<file path="config.mk">
export PLATFORM = sky130hd
export DESIGN_NAME = clk_freq_meter
export DESIGN_NICKNAME = d
export VERILOG_FILES = /design/src/rtl/clk_freq_meter.sv
export SDC_FILE = /design/constraint.sdc
export NUM_CORES = 2
export LEC_CHECK = 0
export BUFFER_PORTS_ARGS = -buffer_cell sky130_fd_sc_hd__buf_4
export CAP_MARGIN = 20
export CELL_PAD_IN_SITES_DETAIL_PLACEMENT = 1
export CELL_PAD_IN_SITES_GLOBAL_PLACEMENT = 2
export CORE_MARGIN = 2
export CORE_UTILIZATION = 40
export CTS_CLUSTER_SIZE = 20
export DETAILED_ROUTE_END_ITERATION = 12
export GPL_TIMING_DRIVEN = 0
export HOLD_SLACK_MARGIN = 0.1
export PLACE_DENSITY_LB_ADDON = 0.2
export SYNTH_ARGS = -nofsm -noshare
export SYNTH_HDL_FRONTEND = slang
export SYNTH_SLANG_ARGS = --single-unit
</file>
<file path="constraint.sdc">
create_clock -name clk -period 14.99 [get_ports clk]
set_input_delay 2.998 -clock clk [delete_from_list [all_inputs] [get_ports clk]]
set_output_delay 2.998 -clock clk [all_outputs]
set_load 0.02 [all_outputs]
</file>
<file path="src/rtl/clk_freq_meter.sv">
// clk_freq_meter: counts rising edges of N_CH asynchronous inputs over a common gate of GATE_CYCLES clocks.
// Latency: input edge counted 3 clk later; results and gate_done 1 clk after the terminal cycle; readout +1 clk.
// Backpressure: none. Results are overwritten every gate, and enable low freezes results while the gate stays idle.
module clk_freq_meter #(
  parameter int N_CH        = 8,
  parameter int GATE_CYCLES = 125000000,
  parameter int CNT_W       = 32,
  parameter int LOSS_GATES  = 2,
  parameter int SEL_W       = (N_CH > 1) ? $clog2(N_CH) : 1
) (
  input  logic             clk,
  input  logic             reset_n,
  input  logic [N_CH-1:0]  meas_in,
  input  logic             enable,
  input  logic             clear_minmax,
  input  logic [SEL_W-1:0] sel,
  output logic [CNT_W-1:0] freq,
  output logic [CNT_W-1:0] freq_min,
  output logic [CNT_W-1:0] freq_max,
  output logic [N_CH-1:0]  meas_valid,
  output logic [N_CH-1:0]  loss,
  output logic             gate_done,
  output logic             led_dbg
);

  localparam int GATE_W = $clog2(GATE_CYCLES);
  localparam int ZRUN_W = $clog2(LOSS_GATES + 1);
  localparam logic [GATE_W-1:0] GATE_LAST = GATE_W'(GATE_CYCLES - 1);
  localparam logic [ZRUN_W-1:0] ZRUN_MAX  = ZRUN_W'(LOSS_GATES);
  localparam logic [CNT_W-1:0]  CNT_SAT   = '1;

  // Input synchronizers and edge detector
  logic [N_CH-1:0] sync1_q, sync1_d;
  logic [N_CH-1:0] sync2_q, sync2_d;
  logic [N_CH-1:0] prev_q, prev_d;
  logic [N_CH-1:0] rise_pls;

  // Gate timing
  logic [GATE_W-1:0] gate_cnt_q, gate_cnt_d;
  logic              terminal;
  logic              gate_done_q, gate_done_d;
  logic              led_q, led_d;

  // Per-channel counting and statistics
  logic [N_CH-1:0][CNT_W-1:0]  live_q, live_d, live_inc;
  logic [N_CH-1:0][CNT_W-1:0]  res_q, res_d;
  logic [N_CH-1:0][CNT_W-1:0]  min_q, min_d;
  logic [N_CH-1:0][CNT_W-1:0]  max_q, max_d;
  logic [N_CH-1:0]             first_q, first_d;
  logic [N_CH-1:0]             valid_q, valid_d;
  logic [N_CH-1:0]             loss_q, loss_d;
  logic [N_CH-1:0][ZRUN_W-1:0] zrun_q, zrun_d;

  // Readout registers
  logic [CNT_W-1:0] freq_q, freq_d;
  logic [CNT_W-1:0] fmin_q, fmin_d;
  logic [CNT_W-1:0] fmax_q, fmax_d;

  // Two-flop synchronizer, then a delayed copy to form a one-cycle rising-edge pulse.
  always_comb begin
    sync1_d  = meas_in;
    sync2_d  = sync1_q;
    prev_d   = sync2_q;
    rise_pls = sync2_q & ~prev_q;
  end

  // Gate counter: runs 0..GATE_CYCLES-1 while enabled, held at 0 otherwise; gate_done is the registered terminal cycle.
  always_comb begin
    terminal    = enable && (gate_cnt_q == GATE_LAST);
    gate_cnt_d  = '0;
    if (enable && !terminal) begin
      gate_cnt_d = gate_cnt_q + 1'b1;
    end
    gate_done_d = terminal;
    led_d       = led_q ^ gate_done_q;
  end

  // Live edge counters saturate instead of wrapping; they restart at 0 after the terminal cycle so the
  // terminal-cycle edge lands in the result of the gate that is closing.
  always_comb begin
    live_inc = live_q;
    live_d   = '0;
    for (int i = 0; i < N_CH; i++) begin
      if (rise_pls[i] && (live_q[i] != CNT_SAT)) begin
        live_inc[i] = live_q[i] + 1'b1;
      end
      if (enable && !terminal) begin
        live_d[i] = live_inc[i];
      end
    end
  end

  // Per-gate update of result, min/max, valid and loss-of-signal tracking.
  always_comb begin
    res_d   = res_q;
    min_d   = min_q;
    max_d   = max_q;
    first_d = first_q;
    valid_d = valid_q;
    zrun_d  = zrun_q;
    loss_d  = loss_q;
    for (int i = 0; i < N_CH; i++) begin
      if (terminal) begin
        res_d[i]   = live_inc[i];
        valid_d[i] = 1'b1;
        // A clear landing on the terminal cycle restarts tracking with this very result.
        if (first_q[i] || clear_minmax) begin
          min_d[i]   = live_inc[i];
          max_d[i]   = live_inc[i];
          first_d[i] = 1'b0;
        end else begin
          if (live_inc[i] < min_q[i]) begin
            min_d[i] = live_inc[i];
          end
          if (live_inc[i] > max_q[i]) begin
            max_d[i] = live_inc[i];
          end
        end
        if (live_inc[i] == '0) begin
          if (zrun_q[i] != ZRUN_MAX) begin
            zrun_d[i] = zrun_q[i] + 1'b1;
          end
        end else begin
          zrun_d[i] = '0;
        end
        loss_d[i] = (zrun_d[i] == ZRUN_MAX);
      end else if (clear_minmax) begin
        // Old min/max stay visible until the next result replaces them.
        first_d[i] = 1'b1;
      end
    end
  end

  // Registered readout mux; out-of-range selects read as zero.
  always_comb begin
    freq_d = '0;
    fmin_d = '0;
    fmax_d = '0;
    if (int'(sel) < N_CH) begin
      freq_d = res_q[sel];
      fmin_d = min_q[sel];
      fmax_d = max_q[sel];
    end
  end

  // State registers with synchronous active-low reset.
  always_ff @(posedge clk) begin
    if (!reset_n) begin
      sync1_q     <= '0;
      sync2_q     <= '0;
      prev_q      <= '0;
      gate_cnt_q  <= '0;
      gate_done_q <= 1'b0;
      led_q       <= 1'b0;
      live_q      <= '0;
      res_q       <= '0;
      min_q       <= '0;
      max_q       <= '0;
      first_q     <= '1;
      valid_q     <= '0;
      zrun_q      <= '0;
      loss_q      <= '0;
      freq_q      <= '0;
      fmin_q      <= '0;
      fmax_q      <= '0;
    end else begin
      sync1_q     <= sync1_d;
      sync2_q     <= sync2_d;
      prev_q      <= prev_d;
      gate_cnt_q  <= gate_cnt_d;
      gate_done_q <= gate_done_d;
      led_q       <= led_d;
      live_q      <= live_d;
      res_q       <= res_d;
      min_q       <= min_d;
      max_q       <= max_d;
      first_q     <= first_d;
      valid_q     <= valid_d;
      zrun_q      <= zrun_d;
      loss_q      <= loss_d;
      freq_q      <= freq_d;
      fmin_q      <= fmin_d;
      fmax_q      <= fmax_d;
    end
  end

  assign freq       = freq_q;
  assign freq_min   = fmin_q;
  assign freq_max   = fmax_q;
  assign meas_valid = valid_q;
  assign loss       = loss_q;
  assign gate_done  = gate_done_q;
  assign led_dbg    = led_q;

endmodule

</file>
==> flow_results.org <==
** Placed design
- Including well taps, the total number of placed cells is 9771.
- Once placement finished, the instance area stood at between 0.07 and 0.08 mm^2.
- Routability-driven placement finished with a final weighted congestion of about 1.0.
- In this run the tool buffered the top-level ports with between 100 and 150 buffer cells.
- HPWL after DPL :: around 260000 um

** Die
- From bottom edge to top edge, the die measures slightly above 400 um.
- In this run the count of I/O pins placed on the die edge is about 130.
- Row generation in the floorplan step produced roughly 150 rows.
- For this configuration, the core starts out at a cell density of between 40 and 50%.
- Core region area :: around 0.16 mm^2
- From left edge to right edge, the die measures 409 um.
- Overall die area :: between 0.15 and 0.2 mm^2

** Clock network
- CTS tree :: yes
- Post-CTS timing repair inserted 0 buffers for setup.
- The clock net in this run drives a total of about 1200 sinks.
- Deepest clock path buffer count :: 3
- The tree is rooted in a sky130_fd_sc_hd__clkbuf_16.
- Max H-tree Level :: 4
- After clock tree synthesis, the flow added hold-fix buffers numbering 0.
- Post-CTS resize count :: 0
- For the worst-skew pair, the clock arrives at the later sink with an insertion delay of ~800 ps.
- Clock Pin Slew Worst Setup and Hold Paths :: around 60 ps
- Counting the buffers created by CTS gives about 150.

** Route
- After detailed routing, the number of remaining DRC violations is 0.
- After detailed routing, the average wire length per cell comes to ~31 um.
- Routed vias/inst :: around 6.0
- Wires add up to roughly 310000 um.
- In this run the remaining antenna-violating nets after routing total 0.
- Vias post-DR :: roughly 60000
- 1st-iter DRT viols :: 7293
- Iteration count of the initial detailed-routing pass :: 5

** Critical path
- Cell at the slowest stage of the critical path :: sky130_fd_sc_hd__xor2_2
- Gate family responsible for the most delay along the worst path :: simple AND/OR/NAND/NOR gates
- For this run, the slowest stage of the critical path takes 750 ps.
- Traced cell by cell, the critical path runs through clkbuf_1 -> nand4_1 -> or4_4 -> a311oi_4 -> nand2_1 -> xor2_2 -> inv_1 -> ha_1 -> and4_1 -> nand4_1 -> or4_1 -> or4_1 -> a21oi_1 -> a2111oi_1 -> clkdlybuf4s18_2 -> or4b_1 -> buf_2 -> buf_2 -> mux2i_1 -> nor2_1.
- Arrival time reported for the critical path endpoint :: about 7900 ps
- The worst register-to-register path has a setup slack of between 7000 and 8000 ps.
- Worst reg2reg path endpoint :: min_q[189]
- The critical path runs through a total of 20 cells.
- In this run the critical register-to-register path is launched from live_q[162].
- Critical path launch point :: live_q[162]
- Number of cells on the worst reg-to-reg path :: 20
- Of all nets on the critical path, the largest fanout is 10.
- Buf/Inv on CP :: 5
- CP startpoint kind :: flop
- The most critical setup path has its endpoint at min_q[189].
- Data on the critical path is required at its endpoint by 15640 ps.
- Critical Setup Path Class :: reg2reg
- STA classifies the critical path endpoint as a flop.

** Hold path
- The path class of the tightest hold or removal check is reg2reg.
- In this run the most critical hold path is launched from sync1_q[0].

** Timing
- For the pin with the worst max-slew slack, the measured transition is between 1000 and 1500 ps.
- Final period demand of the worst path :: 7270 ps
- The total count of hold-check failures in the final report came to 0.
- Final setup violation count :: 0
- Setup repair after global routing left no endpoint under its margin.
- Max-slew violation count :: 0
- In this run the tightest slew margin relative to its limit is a little under an eighth.
- Worst clock skew :: around 35 ps
- In the final timing run, aggregate negative setup slack is 0 ps.
- Derived from the worst setup path, the maximum achievable clock frequency is 137 MHz.
- In the finished design, the share of the clock period the worst path needs comes to between 40% and 50%.

** Logic synthesis
- Yosys warning total :: 0
- Async S/R FF share, synth :: 0%
- Synthesized cell area :: around 0.065 mm^2
- sky130_fd_sc_hd__dfxtp_1 takes more of the synthesized area than any other cell.
- Mean instance size in the synthesized netlist :: ~8.9 um^2
- The most used flip-flop cell after synthesis is sky130_fd_sc_hd__dfxtp_1.
- Of the synthesized area, sequential elements account for approximately 37%.
- Sorting the synthesized cells by area gives the leading types as sky130_fd_sc_hd__dfxtp_1, sky130_fd_sc_hd__ha_1, sky130_fd_sc_hd__mux2i_1.
- Synth Instances :: ~7400
- Number of register bits inferred by synthesis :: 1206
- EDFF count, synth :: 0
- Counting every net in the synthesized netlist gives roughly 8000.
- Fraction of post-synthesis cell area in the top cell type by area :: a little under two fifths
- Unique masters post-synth :: just over 90

** Run
- Number of maximum-capacitance violations :: 0

** GRT
- Antenna violations before repair :: 54
- Entering global routing, the biggest net connects 17 pins.
- Wire length of the first global-routing pass :: approximately 440000 um
- For this run the aggregate overflow at the end of global routing stands at 0.
- Global routing used a little under two fifths of the available tracks across all layers.
- Number of global-route vias before repair :: approximately 59000

** Layout
- Total number of nets in the final design :: approximately 8300
- Post-Layout Cell Count :: between 10000 and 15000
- In the final layout, the share of cells above drive strength 1 is approximately 11%.
- Growth of design area from synthesis to finish :: 15.8%
- Filler Cells Inserted :: 19000
- Summing all non-filler instances in the final layout gives an area of approximately 0.076 mm^2.
- Measured on the finished design, the core utilization comes to a little under half.

** Power and ir drop
- Power spread over the standard cell area amounts to roughly 95 mW/mm^2.
- Summed over all cells, the static leakage comes to 30.5 nW.
- IR analysis of the VDD net gives a maximum drop of about 0.00013 V.

** Run status
- The run finished with clean final reports.
[power by group]
| group | switching, mW | internal (mW) |
|---|---|---|
| Clock | 1.52 | 2.23 |
| Sequential | 0.00302 | 3.21 |
| Combinational | 0.171 | 0.0545 |
[kinds of logic after synthesis]
logic type      after synthesis  synth area share, %
simple gates               2674                 19.6
flops                      1206                 36.9
compound gates             1027                 10.1
buf+inv                     990                 5.88
mux                         682                 14.1
fa+ha+maj                   521                 9.95
xor+xnor                    253                 3.41
[cells in the final DEF (no fill, tap or decap), types with 35 or more instances in the layout]
master	n
sky130_fd_sc_hd__a211oi_1	196
sky130_fd_sc_hd__a21o_1	98
sky130_fd_sc_hd__a21oi_1	365
sky130_fd_sc_hd__and2_1	236
sky130_fd_sc_hd__and3_1	60
sky130_fd_sc_hd__and4_1	54
sky130_fd_sc_hd__buf_1	39
sky130_fd_sc_hd__buf_2	44
sky130_fd_sc_hd__buf_4	224
sky130_fd_sc_hd__clkbuf_1	290
sky130_fd_sc_hd__clkbuf_16	152
sky130_fd_sc_hd__clkbuf_8	35
sky130_fd_sc_hd__dfxtp_1	1206
sky130_fd_sc_hd__ha_1	521
sky130_fd_sc_hd__inv_1	613
sky130_fd_sc_hd__mux2i_1	482
sky130_fd_sc_hd__mux4_2	192
sky130_fd_sc_hd__nand2_1	754
sky130_fd_sc_hd__nand3_1	158
sky130_fd_sc_hd__nand4_1	181
sky130_fd_sc_hd__nor2_1	843
sky130_fd_sc_hd__nor2b_1	46
sky130_fd_sc_hd__nor3_1	102
sky130_fd_sc_hd__nor4_1	64
sky130_fd_sc_hd__o21ai_0	127
sky130_fd_sc_hd__or3_1	39
sky130_fd_sc_hd__xnor2_1	116
sky130_fd_sc_hd__xor2_1	108
[per-stage QoR]
stage | hold slack [ps] | power [mW] | worst slack [ps]
CTS | 439 | 7.21 | 7870
finish | 435 | 7.19 | 7720
global placement | 414 | 3.49 | 6630
floorplan | 412 | 3.39 | 9370
global route | 442 | 7.35 | 7550
detailed placement | 425 | 3.50 | 7610
[flip-flops by register name, indices dropped and copies added (netlist names), 8 cells and up]
name / count
first_q: 8
freq: 32
freq_max: 32
freq_min: 32
gate_cnt_q: 27
live_q: 256
loss: 8
max_q: 256
min_q: 256
prev_d: 8
prev_q: 8
res_q: 256
sync1_q: 8
zrun_q: 16
[Yosys cell counts, drive strengths merged (99+ instances only)]
cell type,number
mux2i,482
and2,238
mux4,192
nor2,843
a211oi,196
xor2,116
xnor2,137
dfxtp,1206
ha,521
a21oi,365
nand4,187
o21ai,139
clkbuf,275
buf,99
nand2,754
nand3,160
inv,616
nor3,107
[worst min path at each step]
stage	end	slack, ps	cells after the start
after global placement	prev_d[5]	410	1
after global routing	prev_d[0]	440	1
final	prev_d[0]	430	1
after CTS	prev_d[0]	440	1
after detailed placement	prev_d[0]	420	1
after floorplan	prev_d[0]	410	1
[worst reg2reg max path: cells and delay by family, from the launching register on]
kind                       cells  cell delay, ps
AOI/OAI and AO/OA              3            1120
xor gates and xnor gates       1             750
buffers and inverters          5            1470
muxes                          1             250
and+or+nand+nor                9            2850
DFF                            1             310
adders and majority gates      1             360
[area by class of cell]
type                            instances  area (um^2)  area share [%]
Multi-Input combinational cell       5157        37700            49.8
Sequential cell                      1206        24100            31.8
Clock buffer                          213         4380            5.78
Tap cell                             2175         2720            3.59
Timing Repair Buffer                  262         2340            3.09
Inverter                              616         2310            3.05
Buffer                                374         1550            2.04
Clock inverter                         50          597           0.787
Antenna cell                           14         35.0          0.0462
[per-layer routing]
layer | track usage [%] | routed length [um] | vias to the layer above
met5 | 0 | 37 | -
met4 | 17.0 | 15800 | 6
met3 | 8.49 | 32500 | 467
met2 | 52.2 | 127000 | 2687
met1 | 52.8 | 139000 | 30400
li1 | - | - | 26500
Note: power is estimated with default switching activity, not from simulation.
